===== src/rtl/adder_tree_pipe.sv =====
// Pipelined unsigned adder tree: 2**LEVELS operands of WIDTH bits reduced to one WIDTH+LEVELS sum,
// one register stage per level, valid/ready with bubble collapsing. Optional accumulator: ADDER_TREE_ACCUM_EN.
module adder_tree_pipe #(
    parameter int WIDTH  = 28,
    parameter int LEVELS = 3
`ifdef ADDER_TREE_ACCUM_EN
    ,
    parameter int ACC_WIDTH = 40
`endif
) (
    input  logic                           clk,
    input  logic                           rst,
    input  logic [(1<<LEVELS)*WIDTH-1:0]   in_data,
    input  logic                           in_valid,
    output logic                           in_ready,
    output logic [WIDTH+LEVELS-1:0]        out_sum,
    output logic                           out_valid,
    input  logic                           out_ready
`ifdef ADDER_TREE_ACCUM_EN
    ,
    input  logic                           acc_clear,
    output logic [ACC_WIDTH-1:0]           acc_sum
`endif
);

    localparam int N     = 1 << LEVELS;
    localparam int OUT_W = WIDTH + LEVELS;

    // Bit offset of stage k inside the flattened pipeline vector; stage i holds N>>i words of WIDTH+i bits.
    function automatic int stage_offset(input int k);
        int off;
        off = 0;
        for (int i = 0; i < k; i++) off += (N >> i) * (WIDTH + i);
        return off;
    endfunction

    localparam int TOTAL_BITS = stage_offset(LEVELS + 1);

    logic [TOTAL_BITS-1:0] pipe_data;
    logic [LEVELS:0]       valid;
    logic [LEVELS:0]       valid_in;
    logic [LEVELS+1:0]     ready;

    assign valid_in = {valid[LEVELS-1:0], in_valid};

    // NOTE: ready ripples from the output back to in_ready in one cycle; this is the only combinational path.
    always_comb begin
        ready             = '0;
        ready[LEVELS+1]   = out_ready;
        for (int k = LEVELS; k >= 0; k--) ready[k] = !valid[k] || ready[k+1];
    end

    // NOTE: sequential state uses non-blocking assignments so every stage samples the pre-edge value of its neighbour.
    always_ff @(posedge clk or posedge rst) begin
        if (rst) begin
            valid <= '0;
        end else begin
            for (int k = 0; k <= LEVELS; k++)
                if (ready[k]) valid[k] <= valid_in[k];
        end
    end

    for (genvar k = 0; k <= LEVELS; k++) begin : g_stage
        localparam int CNT = N >> k;
        localparam int SW  = WIDTH + k;
        localparam int OFF = stage_offset(k);

        logic [CNT*SW-1:0] d_next;
        logic [CNT*SW-1:0] d_q;

        if (k == 0) begin : g_in
            assign d_next = in_data;
        end else begin : g_add
            localparam int PW   = SW - 1;
            localparam int POFF = stage_offset(k - 1);
            for (genvar j = 0; j < CNT; j++) begin : g_pair
                assign d_next[j*SW +: SW] = {1'b0, pipe_data[POFF + (2*j)*PW +: PW]}
                                          + {1'b0, pipe_data[POFF + (2*j+1)*PW +: PW]};
            end
        end

        // NOTE: data registers are reset so out_sum reads 0 after reset; bubbles skip the load since only valid gives meaning.
        always_ff @(posedge clk or posedge rst) begin
            if (rst)                          d_q <= '0;
            else if (ready[k] && valid_in[k]) d_q <= d_next;
        end

        assign pipe_data[OFF +: CNT*SW] = d_q;
    end

    assign in_ready  = ready[0];
    assign out_valid = valid[LEVELS];
    assign out_sum   = pipe_data[stage_offset(LEVELS) +: OUT_W];

`ifdef ADDER_TREE_ACCUM_EN
    // Clear takes priority over a coincident handshake; the sum wraps modulo 2**ACC_WIDTH.
    always_ff @(posedge clk or posedge rst) begin
        if (rst)                         acc_sum <= '0;
        else if (acc_clear)              acc_sum <= '0;
        else if (out_valid && out_ready) acc_sum <= acc_sum + ACC_WIDTH'(out_sum);
    end
`else
    // Accumulator not built: no acc_clear/acc_sum ports and no accumulation logic.
`endif

endmodule

===== config.mk =====
export PLATFORM = sky130hd
export DESIGN_NAME = adder_tree_pipe
export DESIGN_NICKNAME = d
export VERILOG_FILES = /design/src/rtl/adder_tree_pipe.sv
export SDC_FILE = /design/constraint.sdc
export NUM_CORES = 1
export LEC_CHECK = 0
export BUFFER_PORTS_ARGS = -buffer_cell sky130_fd_sc_hd__buf_4
export CAP_MARGIN = 10
export CORE_MARGIN = 5
export CORE_UTILIZATION = 50
export DETAILED_ROUTE_END_ITERATION = 12
export GPL_TIMING_DRIVEN = 0
export PLACE_DENSITY = 0.79
export SYNTH_ARGS = -nofsm -noshare
export SYNTH_HDL_FRONTEND = slang
export SYNTH_SLANG_ARGS = --single-unit

===== constraint.sdc =====
create_clock -name clk -period 16.2 [get_ports clk]
set_input_delay 0.81 -clock clk [delete_from_list [all_inputs] [get_ports clk]]
set_output_delay 0.81 -clock clk [all_outputs]
set_load 0.1 [all_outputs]

==> results.env, run 1 <==
POWER_mW=5.97
PRE_CTS_WS_NS=12.10
CRIT_FAMILY='buffers and inverters'
CRITICAL_PATH.MAX_STAGE_DELAY_NS=0.68
CRITPATHBUFINV=3
ACHIEVABLE-FREQUENCY_MHz=281
NET_COUNT_REPORTED_AT_FINISH=3301
CTS_SETUP_BUFFERS=0
CLOCK_TREE.BUFFER_DEPTH=3
CRIT_PATH_CELL_TRACE='nor2b_1, nand3_1, nand2_1, clkbuf_1, clkbuf_1, buf_1, nand2_1, o31ai_1'
YS_FF_LATCH=435
TIMING_WORST_SETUP_PATH_TYPE='flip-flop to flip-flop'
UTILIZATION_PCT=59.2
XOR_XNOR_FRACTION_OF_SYNTH_AREA_PCT=5.00
MAX_SLEW_MARGIN_PCT=36.0
NET_COUNT_AFTER_SYNTHESIS=2988
WORSTMARGINPINSLEW_NS=0.960
POST-ROUTE-DRC-COUNT=0
SYNTHMUXAREASHARE_PCT=10.1
CPMAXSTAGEDELAYCELL='buf_1'
POWER.SHARE.SEQUENTIAL_PCT=28.6
SW_FRAC_OF_TOTAL_PCT=44.6
WORSTSKEWPAIRLATENCY_NS=0.59
CTS.CLK_SLEW.WORST_PATHS_NS=0.06
POSTLAYOUTSETUPSLACKWORST_NS=12.64
POWER.LEAKAGE_nW=13.8
CTS_HOLD_BUF=0
GRT_PASS1_VIAS=21095
CTS.SINKS=435
POST_CTS_RESIZED=0
CORE_ROWS=83
TIMING.FINAL.HOLD_VIOLATIONS=0
PLACEMENT.CELL_AREA_SQ_UM=28700
NET_LOAD_SWITCHING_POWER_mW=2.66
MAX-CAP-VIOLATIONS=0
FILLCELLCOUNT=4268
PLACE.DETAILED.HPWL_MM=53.9
STDCELL_AREA_SQ_UM=30300
SYNTHDOMINANTCELLAREASHARE_PCT=42.3
COMPOUND_GATE_FRACTION_OF_SYNTH_AREA_PCT=19.0
DIE_AREA_SQ_UM=56200
SYNTHFLOPTYPE='dfrtp_1'
POWER.DENSITY_CELL_AREA_nW_PER_UM2=197
LARGEST_NET_DEGREE_AT_THE_START_OF_GLOBAL_ROUTING=130
TMIN_FINAL_NS=3.56
SYNTHDOMINANTAREACELLTYPE='dfrtp_1'
ANTENNADIODECOUNT=0
SETUP_VIOL_COUNT_FINAL=0
INITIALDRTVIOLATIONCOUNT=1546
SIMPLE_GATE_SHARE_OF_THE_SYNTHESIZED_AREA_PCT=11.1
DETAILED_ROUTE_WIRE_LENGTH_MM=69.0
CLKPWRFRAC_PCT=18.8
FINAL_CYCLE_SHARE_PCT=22.0
VIA_PER_INST=5.81
YOSYS.CELL_TYPES.COUNT=76
POWER_FRAC_COMB_PCT=52.6
CLOCK_TREE.ROOT_CELL='clkbuf_16'
CORE_REGION_AREA_SQ_UM=51200
SYNTH-WARNING-COUNT=0
CATEGORY_OF_THE_WORST_SETUP_PATH_CAPTURE_POINT='flip-flop'
DIEHEIGHT_UM=237
SYN_AVG_CELL_AREA_SQ_UM=10.1
CRIT_PATH_START_KIND='flip-flop'
POSTSYNTH.ASYNCRESETSHARE_PCT=100
TRACK_USAGE_PCT=24.3
WORST_HOLD_PATH_TYPE='input pin to async pin'
PLACED_CELLS=3496
ANTENNA_VIOLATIONS_BEFORE_REPAIR=1
SYNTHADDERAREAFRAC_PCT=10.3
INITIAL_CELL_DENSITY_OF_THE_CORE_PCT=50.3
FIRST_PASS_GRT_WIRE_LENGTH_MM=113
TRITONCTS_CLOCK_TREE='yes'
AREAGROWTHSYNTHTOFINISH_PCT=17.6
DESIGN.PORTCOUNT=261
P_INT_mW=3.31
SYNTH_ENABLE_FLOP_CELLS=0
DRT_FIRST_PASS_ITERS=5
WL_PER_CELL_UM=19.2
CLOCK_SKEW_NS=0.0121
HTREEDEPTH=2
NETLIST_TOP_CELLS_AREA='dfrtp_1 (42%), mux2_2 (9.9%), ha_1 (9.7%), o21ai_0 (5.0%), nand2_1 (4.3%)'
RSZ0062_AT_GRT='no'
FINALWEIGHTEDCONGESTION=0.928
DIE_WIDTH_UM=237
SYNTH.CELL_AREA_SQ_UM=25800
PEAK_SUPPLY_DROP_mV=0.0877
CRITPATHMAXFANOUT=10
GRT-OVFL-TOTAL=0
SETUP.REG_TO_REG.WORST_SLACK_NS=12.64
WORST_EP_ARRIVAL_TIME_NS=4.04
SYNTH-SEQ-AREA-SHARE_PCT=42.3
FINAL.SETUP.TNS_NS=0
HOLD-WORST-SLACK_NS=0.251
PLACE.PORT_BUFFERS=260
ANTENNA_LEFT=0
VIA_COUNT=20818
CRITICAL_PATH_REQUIRED_TIME_NS=16.68
GATE_COUNT_POST_SYNTH=2553
FRACTION_OF_LAYOUT_INSTANCES_USING_A_DRIVE_STRENGTH_ABOVE_1_PCT=20.8
TIMING.FINAL.MAX_SLEW_VIOLATIONS=0
MAIN_COMBINATIONAL_CELL_FAMILY_BY_AREA_AFTER_SYNTHESIS='compound AO/OA/AOI/OAI gates'
STATUS='finished clean'
LAYOUTNONFILLERINSTCOUNT=3584
CTS_BUF_COUNT=48
cell type report:
cell class | count | area, sq um | area share [%]
Buffer | 101 | 383 | 1.26
Clock buffer | 64 | 1370 | 4.54
Clock inverter | 24 | 260 | 0.859
Inverter | 51 | 199 | 0.657
Multi-Input combinational cell | 1966 | 14300 | 47.2
Sequential cell | 435 | 10900 | 35.9
Tap cell | 680 | 851 | 2.81
Timing Repair Buffer | 263 | 2030 | 6.72
state kept, by name, indices dropped and copies added, names as in the netlist:
register and cells:
g_stage.d_q 400, out_sum 31, valid 4
final timing paths:
check / start / endpoint / cells after the start
setup / recovery: valid[3] / g_stage[1].d_q[83] / 8
hold / removal: rst / g_stage[0].d_q[2] / 2
setup reg to reg: valid[3] / g_stage[1].d_q[83] / 8
hold reg to reg: out_sum[2] / out_sum[2] / 2
max in group asynchronous: rst / g_stage[0].d_q[128] / 3
min in group clk: in_valid / valid[0] / 2
kinds of logic after synthesis:
group / Yosys count
AO/OA/AOI/OAI: 767
buffers and inverters: 152
XOR/XNOR: 147
flip-flops: 435
adder cells (fa/ha/maj): 207
AND/OR/NAND/NOR: 613
multiplexers: 232
synthesized netlist by cell type (18+ instances only):
cell type,count
and3_1,24
o21ai_0,255
a31oi_1,25
mux2_2,227
a21oi_1,154
a21o_1,96
a211oi_1,39
xnor2_1,72
dfrtp_1,435
clkbuf_1,92
nor2_1,82
inv_1,51
ha_1,200
o21a_1,18
o21bai_1,24
nand3_1,54
nand2_1,292
nand4_1,29
xor2_1,75
o211ai_1,23
nor3_1,30
power groups by stage:
stage                     clock, mW  sequential [mW]  combinational, mW
final                          1.12             1.71               3.14
after detailed placement          0             1.72               3.08
after floorplan                   0             1.87               2.12
after global routing           1.19             1.74               3.47
after global placement            0             1.71               3.00
after CTS                      1.14             1.71               3.11
per-layer routing:
metal  routed length [um]  up-vias  global-route usage [%]
met5                    0        -                       0
met4                 1550        0                    6.21
met3                 3580       94                    3.27
met2                32000      562                    39.4
met1                31800    10154                    34.6
li1                     -    10008                       -
cells in the final DEF (no fill, tap or decap), types with 23 or more instances in the layout:
| master | n |
|---|---|
| dfrtp_1 | 435 |
| nand2_1 | 292 |
| buf_4 | 261 |
| o21ai_0 | 255 |
| mux2_2 | 227 |
| ha_1 | 200 |
| a21oi_1 | 154 |
| clkbuf_1 | 99 |
| a21o_1 | 96 |
| nor2_1 | 82 |
| xor2_1 | 75 |
| xnor2_1 | 72 |
| nand3_1 | 54 |
| inv_1 | 50 |
| clkbuf_16 | 50 |
| a211oi_1 | 39 |
| nor3_1 | 30 |
| nand4_1 | 29 |
| a31oi_1 | 25 |
| o21bai_1 | 24 |
| and3_1 | 24 |
| o211ai_1 | 23 |
No activity file was read; power rests on OpenSTA's default activity.
==> run 2, diff against run 1 <==
==> constraint.sdc (replaced) <==
create_clock -name clk -period 3.45 [get_ports clk]
set_input_delay 0.1725 -clock clk [delete_from_list [all_inputs] [get_ports clk]]
set_output_delay 0.1725 -clock clk [all_outputs]
set_load 0.1 [all_outputs]
==> results.env, run 2 (same netlist as run 1, synthesis figures left out) <==
CTS.SINKS=435
GRT_PASS1_VIAS=22811
TIMING_WORST_SETUP_PATH_TYPE='flip-flop to flip-flop'
FINAL_CYCLE_SHARE_PCT=96.3
LAYOUT_COMMON_CELLS='dfrtp_1 (435), nand2_1 (292), buf_4 (261)'
CLOCK_TREE.BUFFER_DEPTH=3
STDCELL_AREA_SQ_UM=32500
STATUS='finished clean'
CLOCK_TREE.ROOT_CELL='clkbuf_16'
TIMING.FINAL.MAX_SLEW_VIOLATIONS=0
CPMAXSTAGEDELAYCELL='fa_1'
WORSTMARGINPINSLEW_NS=0.900
ACHIEVABLE-FREQUENCY_MHz=301
TMIN_FINAL_NS=3.32
CRITPATHMAXFANOUT=4
FIRST_PASS_GRT_WIRE_LENGTH_MM=124
DRT_FIRST_PASS_ITERS=5
VIA_PER_INST=5.83
ANTENNA_LEFT=0
DIEHEIGHT_UM=237
RR_ENDPOINT='g_stage[1].d_q[115]'
DESIGN.PORTCOUNT=261
SETUP.REG_TO_REG.WORST_SLACK_NS=0.13
VIA_COUNT=22241
INITIALDRTVIOLATIONCOUNT=1687
MAX-CAP-VIOLATIONS=0
NET_COUNT_REPORTED_AT_FINISH=3535
LARGEST_NET_DEGREE_AT_THE_START_OF_GLOBAL_ROUTING=46
CTS.CLK_SLEW.WORST_PATHS_NS=0.06
DIE_AREA_SQ_UM=56200
UTILIZATION_PCT=63.5
CRIT_FAMILY='compound AO/OA/AOI/OAI gates'
CRIT_PATH_START_KIND='flip-flop'
DETAILED_ROUTE_WIRE_LENGTH_MM=76.8
CORE_REGION_AREA_SQ_UM=51200
PLACEMENT.CELL_AREA_SQ_UM=28800
CORE_ROWS=83
WORST_HOLD_PATH_TYPE='input pin to async pin'
CP_COMMON_CELL='a31o_2'
CLOCK_SKEW_NS=0.0161
CTS_BUF_COUNT=47
PLACE.DETAILED.HPWL_MM=55.0
MAX_SLEW_MARGIN_PCT=39.9
TIMING.FINAL.HOLD_VIOLATIONS=0
WORST_EP_ARRIVAL_TIME_NS=3.78
WORSTSKEWPAIRLATENCY_NS=0.59
CRIT_PATH_CELL_TRACE='ha_1, fa_1, a211oi_1, o21bai_1, a31o_2, a31o_2, a311oi_4, o31ai_1, a2111oi_1, nor3_1'
CATEGORY_OF_THE_WORST_SETUP_PATH_CAPTURE_POINT='flip-flop'
POST-ROUTE-DRC-COUNT=0
CRITICAL_PATH_REQUIRED_TIME_NS=3.91
ANTENNA_VIOLATIONS_BEFORE_REPAIR=5
RSZ0062_AT_GRT='no'
TRACK_USAGE_PCT=27.0
HTREEDEPTH=2
CRITICAL_PATH.MAX_STAGE_DELAY_NS=0.44
TRITONCTS_CLOCK_TREE='yes'
DIE_WIDTH_UM=237
INITIAL_CELL_DENSITY_OF_THE_CORE_PCT=50.3
POWER.LEAKAGE_nW=14.7
FRACTION_OF_LAYOUT_INSTANCES_USING_A_DRIVE_STRENGTH_ABOVE_1_PCT=19.2
POWER.DENSITY_CELL_AREA_nW_PER_UM2=864
WL_PER_CELL_UM=20.1
LARGEST_REGISTER='g_stage.d_q'
GRT-OVFL-TOTAL=0
CRITPATHBUFINV=0
LARGEST_REGISTER_FF_COUNT=400
LAYOUT.CELLS.MOST_COMMON='dfrtp_1'
R2R_CELLS=10
AREAGROWTHSYNTHTOFINISH_PCT=26.3
PEAK_SUPPLY_DROP_mV=0.454
POWER_mW=28.1
PLACE.PORT_BUFFERS=260
CRITICAL_PATH.REG2REG.STARTPOINT='g_stage[0].d_q[168]'
SETUP_VIOL_COUNT_FINAL=0
FINALWEIGHTEDCONGESTION=0.912
CRITICAL_PATH_DEPTH=10
-- run 2: power by group --
part / switching, mW / leakage (nW) / total, mW / internal [mW]
combinational: 9.24 / 8.80 / 15.2 / 5.93
sequential: 1.32 / 5.17 / 8.03 / 6.71
clock: 2.14 / 0.712 / 4.91 / 2.77
-- run 2: worst reg2reg max path, delay by kind of cell (launching register included) --
family	cells	cell delay, ns
and+or+nand+nor	1	0.08
DFF	1	0.38
AOI/OAI and AO/OA	7	2.05
adders and majority gates	2	0.68
-- run 2: worst max path at each step --
stage / slack [ns] / from / endpoint
after detailed placement: -0.10 / valid[3] / g_stage[1].d_q[83]
after CTS: 0.03 / valid[3] / g_stage[1].d_q[111]
after global placement: -4.70 / rst / g_stage[0].d_q[134]
final: 0.13 / g_stage[0].d_q[168] / g_stage[1].d_q[115]
after global routing: 0.003 / valid[3] / g_stage[1].d_q[28]
after floorplan: -2.60 / rst / g_stage[0].d_q[0]
-- run 2: cell type report --
class,count,area [sq um]
flip-flops and latches,435,10900
repair buffers,498,4430
multi-input cells,1966,14300
diodes,3,7.51
plain buffers,101,389
clock inverters,17,159
inverters,51,195
clock buffers,65,1290
well taps,680,851
fillers,3868,18700
-- run 2: layer usage --
metal / up-vias / global-route usage (%) / part of all wire (%)
li1: 10481 / - / -
met1: 10808 / 36.3 / 43
met2: 766 / 44.9 / 48
met3: 182 / 3.90 / 5.5
met4: 4 / 9.43 / 3.6
met5: - / 0 / 0.044
-- run 2: timing repair --
| item | 4_1_cts | 5_1_grt |
|---|---|---|
| buffers inserted | 0 | 0 |
| resized for setup | 2 | 9 |
| hold buffers | 228 | 0 |
| hold endpoints to repair | 263 | 0 |
| setup endpoints to repair | 15 | 16 |
-- run 2: stage by stage --
step            TNS, ns  hold WS (ns)  cells  worst slack (ns)
2_1_floorplan  -1204.02         0.281   2553             -2.60
3_3_place_gp   -2013.06         0.398   3493             -4.70
3_5_place_dp     -0.972         0.400   3503            -0.103
4_1_cts               0         0.331   3813            0.0258
5_1_grt               0         0.365   3816           0.00275
6_report              0         0.316   3816             0.128
